[config.mk]
export PLATFORM = sky130hd
export DESIGN_NAME = hv_hold_timer_mc
export DESIGN_NICKNAME = d
export VERILOG_FILES = /design/src/rtl/hvh_pkg.sv /design/src/rtl/hvh_channel.sv /design/src/rtl/hv_hold_timer_mc.sv
export SDC_FILE = /design/constraint.sdc
export NUM_CORES = 1
export LEC_CHECK = 0
export CELL_PAD_IN_SITES_DETAIL_PLACEMENT = 1
export CELL_PAD_IN_SITES_GLOBAL_PLACEMENT = 1
export CORE_ASPECT_RATIO = 0.7
export CORE_MARGIN = 3
export CORE_UTILIZATION = 39
export CTS_CLUSTER_SIZE = 10
export DETAILED_ROUTE_END_ITERATION = 7
export PLACE_DENSITY_LB_ADDON = 0.1
export SYNTH_ARGS = -nofsm -noshare
export SYNTH_HDL_FRONTEND = slang
export SYNTH_SLANG_ARGS = --single-unit
export TNS_END_PERCENT = 50
[constraint.sdc]
create_clock -name clk_hvh -period 2.71 [get_ports clk_hvh]
set_clock_uncertainty 0.15 [all_clocks]
set_input_delay 0.542 -clock clk_hvh [delete_from_list [all_inputs] [get_ports clk_hvh]]
set_output_delay 0.542 -clock clk_hvh [all_outputs]
set_load 0.005 [all_outputs]
[src/rtl/hvh_pkg.sv]
// Shared types and helpers for the multi-channel HV hold timer.
package hvh_pkg;

  typedef enum logic {
    IDLE = 1'b0,
    HOLD = 1'b1
  } hvh_state_e;

  localparam int unsigned TICK_1S_100MHZ = 100000000;

  function automatic int unsigned presc_width(input int unsigned ticks);
    return (ticks > 2) ? $clog2(ticks) : 1;
  endfunction

endpackage

[src/rtl/hvh_channel.sv]
// One HV hold channel: launch edge detect, IDLE/HOLD FSM, tick prescaler and remain counter.
module hvh_channel
  import hvh_pkg::*;
#(
  parameter int DELAY_W     = 8,
  parameter int TICK_CYCLES = TICK_1S_100MHZ,
  parameter int RETRIG      = 0
) (
  input  logic               clk_i,
  input  logic               rst_i,
  input  logic               launch_i,
  input  logic               abort_i,
  input  logic               inhibit_i,
  input  logic [DELAY_W-1:0] delay_i,
  output logic               out_o,
  output logic               done_o,
  output logic [DELAY_W-1:0] remain_o,
  output logic               hold_d_o
);

  localparam int unsigned    PW      = presc_width(TICK_CYCLES);
  localparam logic [PW-1:0]  PRE_MAX = PW'(TICK_CYCLES - 1);

  hvh_state_e         state_q, state_d;
  logic [PW-1:0]      pre_q, pre_d;
  logic [DELAY_W-1:0] rem_q, rem_d;
  logic               done_q, done_d;
  logic               launch_q, armed_q;
  logic               edge_w, kill_w;

  // armed_q masks the first cycle after reset so a launch held through release cannot fire.
  assign edge_w = launch_i & ~launch_q & armed_q;
  assign kill_w = abort_i | inhibit_i;

  always_comb begin
    state_d = state_q;
    pre_d   = pre_q;
    rem_d   = rem_q;
    done_d  = 1'b0;
    case (state_q)
      IDLE: begin
        if (edge_w && !kill_w) begin
          if (delay_i != '0) begin
            state_d = HOLD;
            pre_d   = '0;
            rem_d   = delay_i;
          end else begin
            done_d = 1'b1;
          end
        end
      end
      HOLD: begin
        if (kill_w) begin
          state_d = IDLE;
          pre_d   = '0;
          rem_d   = '0;
        end else if (edge_w && (RETRIG != 0)) begin
          pre_d = '0;
          if (delay_i == '0) begin
            state_d = IDLE;
            rem_d   = '0;
          end else begin
            rem_d = delay_i;
          end
        end else if (pre_q == PRE_MAX) begin
          pre_d = '0;
          if (rem_q == DELAY_W'(1)) begin
            state_d = IDLE;
            rem_d   = '0;
            done_d  = 1'b1;
          end else begin
            rem_d = rem_q - DELAY_W'(1);
          end
        end else begin
          pre_d = pre_q + PW'(1);
        end
      end
      default: state_d = IDLE;
    endcase
  end

  always_ff @(posedge clk_i or posedge rst_i) begin
    if (rst_i) begin
      state_q  <= IDLE;
      pre_q    <= '0;
      rem_q    <= '0;
      done_q   <= 1'b0;
      launch_q <= 1'b0;
      armed_q  <= 1'b0;
    end else begin
      state_q  <= state_d;
      pre_q    <= pre_d;
      rem_q    <= rem_d;
      done_q   <= done_d;
      launch_q <= launch_i;
      armed_q  <= 1'b1;
    end
  end

  assign out_o    = (state_q == HOLD);
  assign done_o   = done_q;
  assign remain_o = rem_q;
  assign hold_d_o = (state_d == HOLD);

endmodule

[src/rtl/hv_hold_timer_mc.sv]
// Multi-channel HV hold timer: slices the buses to CHANNELS independent hold channels and forms busy.
module hv_hold_timer_mc
  import hvh_pkg::*;
#(
  parameter int CHANNELS    = 2,
  parameter int DELAY_W     = 8,
  parameter int TICK_CYCLES = TICK_1S_100MHZ,
  parameter int RETRIG      = 0
) (
  input  logic                        clk_hvh,
  input  logic                        rst_hvh,
  input  logic [CHANNELS-1:0]         hvh_launch,
  input  logic [CHANNELS-1:0]         hvh_abort,
  input  logic                        hvh_inhibit,
  input  logic [CHANNELS*DELAY_W-1:0] hvh_delay,
  output logic [CHANNELS-1:0]         hvh_out,
  output logic [CHANNELS-1:0]         hvh_done,
  output logic                        hvh_busy,
  output logic [CHANNELS*DELAY_W-1:0] hvh_remain
);

  logic [CHANNELS-1:0] hold_d;
  logic                busy_q;

  for (genvar i = 0; i < CHANNELS; i++) begin : g_ch
    hvh_channel #(
      .DELAY_W    (DELAY_W),
      .TICK_CYCLES(TICK_CYCLES),
      .RETRIG     (RETRIG)
    ) u_ch (
      .clk_i    (clk_hvh),
      .rst_i    (rst_hvh),
      .launch_i (hvh_launch[i]),
      .abort_i  (hvh_abort[i]),
      .inhibit_i(hvh_inhibit),
      .delay_i  (hvh_delay[i*DELAY_W +: DELAY_W]),
      .out_o    (hvh_out[i]),
      .done_o   (hvh_done[i]),
      .remain_o (hvh_remain[i*DELAY_W +: DELAY_W]),
      .hold_d_o (hold_d[i])
    );
  end

  // Registered from next-state so busy lines up with hvh_out exactly.
  always_ff @(posedge clk_hvh or posedge rst_hvh) begin
    if (rst_hvh) busy_q <= 1'b0;
    else         busy_q <= |hold_d;
  end

  assign hvh_busy = busy_q;

endmodule

# --- Yosys cells after proc, flatten, opt, wreduce, memory -nomap -nowiden ---
# Index checks and enable logic that the tools add are counted.
word_totals:
  regBits: 78
  inputBits: 23
  out_inout_bits: 21
  word_cells: 93
classes:
  n_addsub: 4
  n_eq_ne: 10
  n_mux: 46
  bitwise: 10
  n_reduce_logical: 11
ops:
  columns: ["op", "n"]
  rows:
  - ["$mux W27", 8]
  - ["$pmux W27 S2", 2]
  - ["$mux W8", 10]
  - ["$add A27 B1 Y27 const B", 2]
  - ["$eq A27 B27 Y1 const B", 2]
  - ["$pmux W8 S2", 2]
  - ["$mux W1", 20]
  - ["$eq A8 B1 Y1 const B", 2]
  - ["$reduce_bool A8 Y1", 2]
  - ["$sub A8 B1 Y8 const B", 2]
  - ["$ne A2 B1 Y1 const B", 4]
  - ["$pmux W1 S2", 4]
  - ["$ne A3 B3 Y1 const B", 2]
  - ["$reduce_and A3 Y1", 2]
  - ["$and A1 B1 Y1", 4]
  - ["$not A1 Y1", 4]
  - ["$reduce_and A2 Y1", 2]
  - ["$logic_and A1 B1 Y1", 2]
  - ["$logic_not A1 Y1", 2]
  - ["$or A1 B1 Y1", 2]
  - ["$reduce_or A2 Y1", 1]

# --- Longest topological paths before layout ---
# Gate-level depths: netlist of the first run.
depth:
  depth_word: 7
  depth_mapped: 8
  mapped_depth_nobuf: 7

# --- By module ---
# From an unflattened synthesis of the first run, not the netlist that was laid out.
unflattened:
  cells_unflattened: 511
  hier_area_um2: 4644.5
by_module_without_submodules:
  columns: ["mod", "n_inst", "cells_per_inst", "area_each_um2", "seq_area_each_um2"]
  rows:
  - ["hvh_channel", 2, 254, 2304.7, 975.9]
  - ["hv_hold_timer_mc", 1, 3, 35.0, 25.0]

# --- Least setup slack after synthesis of the first run ---
# No wires, ideal clock.
synth_timing:
  kind: "reg2reg"
  startpoint: "reg g_ch[1].u_ch.pre_q[0]"
  endpoint: "reg g_ch[1].u_ch.pre_q[26]"
  setup_time_ns: 0.069
  arrival_time_ns: 2.170
  required_time_ns: 2.491
  setup_slack_ns: 0.321
  path_stages_with_launch: 8
  n_path_buf: 1
  synth_period_minus_slack_ns: 2.389
  path_cell_list: "dfrtp_1 ha_1 nand4_2 or3_1 buf_6 or3_4 or4_1 nand3_1"
synth_between:
  elab_chain_cells: 4
  elab_cells_between_ends: 5
  cone_classes: "1 x add/sub; 1 x eq/ne; 3 x mux"
synth_rtl:
  columns: ["item", "line_no", "text"]
  rows:
  - ["start: declaration", "hvh_channel.sv:25", "logic [PW-1:0] pre_q, pre_d;"]
  - ["start signal: assignment", "hvh_channel.sv:92", "pre_q <= pre_d;"]
  - ["$add A27 B1 Y27 / $eq A27 B27 Y1 (equally long branches)", "hvh_channel.sv:75, hvh_channel.sv:65", null]
  - ["$mux W27 (*)", "hvh_channel.sv:65", "end else if (pre_q == PRE_MAX) begin"]
  - ["$mux W27 (*)", "hvh_channel.sv:53", "if (kill_w) begin"]
  - ["$pmux W27 S2 (*)", "hvh_channel.sv:40", "case (state_q)"]
# Mark *: on every way between the ends. The rest lies on a longest branch, timed or not.
# A chain may end at the register's enable or synchronous reset.

# --- Final worst setup path of the first run ---
layout_timing:
  startpoint: "reg g_ch[1].u_ch.pre_q[0]"
  endpoint: "reg g_ch[1].u_ch.rem_q[7]"
layout_between:
  elab_chain_cells: 3
layout_rtl:
  columns: ["item", "line_no", "text"]
  rows:
  - ["$eq A27 B27 Y1", "hvh_channel.sv:65", null]
  - ["$ne A3 B3 Y1 (no source line)", null, null]
  - ["$reduce_and A3 Y1 (no source line)", null, null]
  - ["end signal: assignment", "hvh_channel.sv:93", "rem_q <= rem_d;"]
  - ["end: declaration", "hvh_channel.sv:26", "logic [DELAY_W-1:0] rem_q, rem_d;"]
# No other way between the ends.

==> results.txt, run 1 <==
The run finished with clean final reports. Setup repair after global routing left no endpoint under its margin. The tools report the final-layout worst hold slack as 0.329 ns.

The tools report the initial antenna violation count as 0. The residual antenna-violating net count after detailed routing is 0. Number of synthesized register bits: 78.

For the overall global routing resource usage, the log shows 23.1%. Counting every sink on the clock net gives 78. STA classifies the critical path startpoint as a flip-flop.

The setup path with the least slack is of type reg -> reg. CTS built an H-tree with a depth of 3. TritonCTS built the clock tree.

After detailed routing, no signal wire sits above met4. The commonest cells after synthesis are sky130_fd_sc_hd__dfrtp_1 (78), sky130_fd_sc_hd__o21ai_0 (50), sky130_fd_sc_hd__nand2_1 (47), sky130_fd_sc_hd__a21oi_1 (32), sky130_fd_sc_hd__nand3_1 (32). In this run the biggest area consumer among cell types represents 43.5% of the synthesized area. The tools report the total grt overflow as 0. In the final design database the tool counted 613 nets. The cell count after synthesis was 515; the critical-path maximum fanout was 6.

STA puts the critical path data arrival time at 2.63 ns. Count of cells along the worst hold path: 1. Summed over all failing endpoints, the final setup total negative slack is 0 ns.

In the final routed layout, each cell accounts on average for 19.3 microns. In the detailed route, the total length drawn on met3 is 614 microns. Power comes to 3570 uW. Dividing the detail-routed via count by the number of cells gives 5.91.

Clock latency on the worst-skew pair, taken at its later pin, is 0.34 ns. The via count of the first global-routing pass is 4,473. sky130_fd_sc_hd__dfrtp_1 takes more of the synthesized area than any other cell.

Sort of element at the end of the critical path: a flip-flop. Entering global routing, the biggest net connects 33 pins. The tools report the final HPWL from detailed placement as 10,500 microns. After synthesis, the netlist uses 57 different library cells. From synthesis to final layout, the design area changed by 25.5%.

The floorplan step defined a core boundary enclosing 11,100 sq um. The required time of the worst setup path was 2.78 ns; the upper clock frequency limit was 390 MHz. The logs give 0 for the number of slew-limit violations in the final report and 4 for the number of optimization iterations in the first detailed-route pass.

For the finished layout, the period the worst path requires is 2.56 ns. For this design the top-level I/O count stands at 44. The number of placed instances, taps included, is 726. Clock-pin slew was measured on the worst setup and hold paths at 0.06 ns. Synthesis produced a netlist with a net count of 544. Final-report setup violation count: 0. CTS placed an instance of sky130_fd_sc_hd__clkbuf_16 at the clock tree root.

The number of vias after detailed routing was 4,380; the total routed wire length on the met1 layer was 7540 microns. In this run the core area contains 32 standard-cell rows. The worst hold path belongs to the class reg -> reg.

The number of buffers inserted during clock tree synthesis was 9. The number of buffers added on ports was 43. For this block, the routed nets add up to 14,300 microns of wire.

After synthesis, the cell types taking the most area are sky130_fd_sc_hd__dfrtp_1 (44%), sky130_fd_sc_hd__o21ai_0 (5.6%), sky130_fd_sc_hd__nand2_1 (3.9%), sky130_fd_sc_hd__a31oi_1 (3.8%), sky130_fd_sc_hd__a21oi_1 (3.6%). 0 antenna diodes ended up in the layout. Of the synthesized area, sequential elements account for 43.5%. In this run the tightest slew margin relative to its limit is 52.3%.

Count of final hold-check violations: 0. Among all flip-flop cells after synthesis, the most frequent one is sky130_fd_sc_hd__dfrtp_1. The tool flagged a number of max-cap violations equal to 0. From bottom edge to top edge, the die measures 95.7 microns. The die covers 12,800 sq um. For this run, design rule violations remaining after detail routing come to 0. The x dimension of the die is 134 microns. The areal power density over the cells works out to 634 nW/um^2. The number of flops mapped to enable cells by yosys was 0.

After synthesis, the share of flip-flops with an asynchronous set or reset is 100%. The number of cells on the worst reg-to-reg path is 7. IR analysis of the VDD net gives a maximum drop of 0.302 mV.

Counting the fill cells in the layout gives 1,316. The startpoint identified for the worst register-to-register timing path is g_ch[1].u_ch.pre_q[0]. The number of cells in the finished layout apart from fillers was 741; the placer congestion estimate was 0.809. The first global-routing pass estimated 23,800 microns of wire. The tools report the worst setup path startpoint as g_ch[1].u_ch.pre_q[0]. At the pin with the least slew margin, the transition time is 0.710 ns. Yosys printed 0 warnings.

In the finished design, the share of the clock period the worst path needs comes to 94.5%. Dividing the synthesized area by the synthesized cell count gives 8.71 sq um. The tools report the leakage power of the design as 0.00226 uW. The logs give 240 for the first-iteration detailed-routing DRC count and 6050 microns for the wire length on met2.

The initial core utilization was 40.3%. The logs give 4490 sq um for the total standard cell area after synthesis and 2 for the largest buffer count on any clock path. Share of final-layout standard cells stronger than drive strength 1: 11.6%. The most common cell in the synthesized netlist is sky130_fd_sc_hd__dfrtp_1. The startpoint identified for the worst hold timing path is g_ch[0].u_ch.pre_q[7].
==> power breakdown <==
group | total, uW | internal [uW] | switching [uW]
Sequential | 1450 | 1290 | 157
Combinational | 895 | 426 | 468
Clock | 1230 | 727 | 498
Total | 3570 | 2440 | 1120
==> logic make-up after synthesis <==
group,after synthesis,synth area share [%]
buffers and inverters,50,4.83
DFF,78,43.5
adders and majority gates,6,1.67
xor gates and xnor gates,7,1.37
muxes,3,0.669
AOI/OAI and AO/OA,167,23.2
and+or+nand+nor,203,24.7
other,1,0.0836
==> cell usage in the layout, fill, tap and decap left out, types with 6 or more instances in the layout <==
cell type / netlist / layout
sky130_fd_sc_hd__and3_1: 6 / 6
sky130_fd_sc_hd__a31oi_1: 27 / 27
sky130_fd_sc_hd__nand2_1: 47 / 47
sky130_fd_sc_hd__o21ai_0: 50 / 50
sky130_fd_sc_hd__xor2_1: 6 / 6
sky130_fd_sc_hd__or3_1: 14 / 14
sky130_fd_sc_hd__buf_4: 4 / 37
sky130_fd_sc_hd__o31ai_1: 11 / 11
sky130_fd_sc_hd__ha_1: 6 / 6
sky130_fd_sc_hd__nor2_1: 23 / 23
sky130_fd_sc_hd__a21o_1: 7 / 7
sky130_fd_sc_hd__nor4_1: 14 / 14
sky130_fd_sc_hd__a32oi_1: 9 / 9
sky130_fd_sc_hd__dfrtp_1: 78 / 78
sky130_fd_sc_hd__nor3_1: 11 / 11
sky130_fd_sc_hd__inv_1: 23 / 22
sky130_fd_sc_hd__clkbuf_16: 0 / 9
sky130_fd_sc_hd__nand2b_1: 7 / 7
sky130_fd_sc_hd__nand4_1: 18 / 18
sky130_fd_sc_hd__a21oi_1: 32 / 31
sky130_fd_sc_hd__clkdlybuf4s50_1: 0 / 43
sky130_fd_sc_hd__nand3_1: 32 / 32
==> area by class of cell <==
| type | count | area [sq um] | area share, % |
|---|---|---|---|
| Clock inverter | 5 | 50.0 | 0.889 |
| Inverter | 25 | 95.1 | 1.69 |
| Clock buffer | 10 | 239 | 4.25 |
| Timing Repair Buffer | 83 | 768 | 13.6 |
| Tap cell | 153 | 191 | 3.40 |
| Multi-Input combinational cell | 387 | 2330 | 41.5 |
| Sequential cell | 78 | 1950 | 34.7 |
==> through the flow <==
| stage | cell area [sq um] | utilization (%) | worst slack, ns |
|---|---|---|---|
| CTS | 5620 | 50.5 | 0.0695 |
| floorplan | 4490 | - | 0.0230 |
| global route | 5630 | 50.6 | 0.00963 |
| detailed placement | 5330 | 47.9 | -0.0892 |
| finish | 5630 | 50.6 | 0.148 |
| global placement | 5330 | 47.9 | -0.0887 |
==> critical path: stages, from the launching register on <==
cell and delay (ns):
sky130_fd_sc_hd__dfrtp_1 0.39, sky130_fd_sc_hd__ha_1 0.28, sky130_fd_sc_hd__nand4_4 0.17, sky130_fd_sc_hd__or4_4 0.59, sky130_fd_sc_hd__o21a_1 0.22, sky130_fd_sc_hd__buf_4 0.16
sky130_fd_sc_hd__or3_1 0.35, sky130_fd_sc_hd__o2bb2ai_1 0.13
==> what timing repair did <==
| action | 4_1_cts | 5_1_grt |
|---|---|---|
| setup endpoints to repair | 0 | 4 |
| buffers inserted | 0 | 0 |
| hold buffers | 0 | 0 |
| resized for setup | 0 | 2 |
==> sequential cells by signal, summed over array words and instances (netlist names) <==
name and cells:
g_ch.u_ch.done_o 2, g_ch.u_ch.pre_q 54, g_ch.u_ch.out_o 2, g_ch.u_ch.remain_o 16
g_ch.u_ch.armed_q 1, hvh_busy 1, g_ch.u_ch.launch_q 2
==> routing by layer <==
layer  GRT usage (%)  vias up
li1                -     2086
met1            34.6     2199
met2            34.0       86
met3            5.59        9
met4            4.83        0
met5               0        -
==> worst paths after layout <==
kind | slack, ns | to
max reg2reg | 0.15 | g_ch[1].u_ch.remain_o[7]
max in group asynchronous | 1.47 | g_ch[1].u_ch.out_o
max | 0.15 | g_ch[1].u_ch.remain_o[7]
min reg2reg | 0.33 | g_ch[0].u_ch.pre_q[7]
min in group asynchronous | 0.40 | g_ch[1].u_ch.pre_q[18]
min | 0.33 | g_ch[0].u_ch.pre_q[7]
Note: power is estimated with default switching activity, not from simulation.
==> run 2: changes to the inputs <==
Settings changed: TNS_END_PERCENT 50 to 20.
==> results of run 2 <==
Final layout, timing and power as in run 1 (identical DEF).
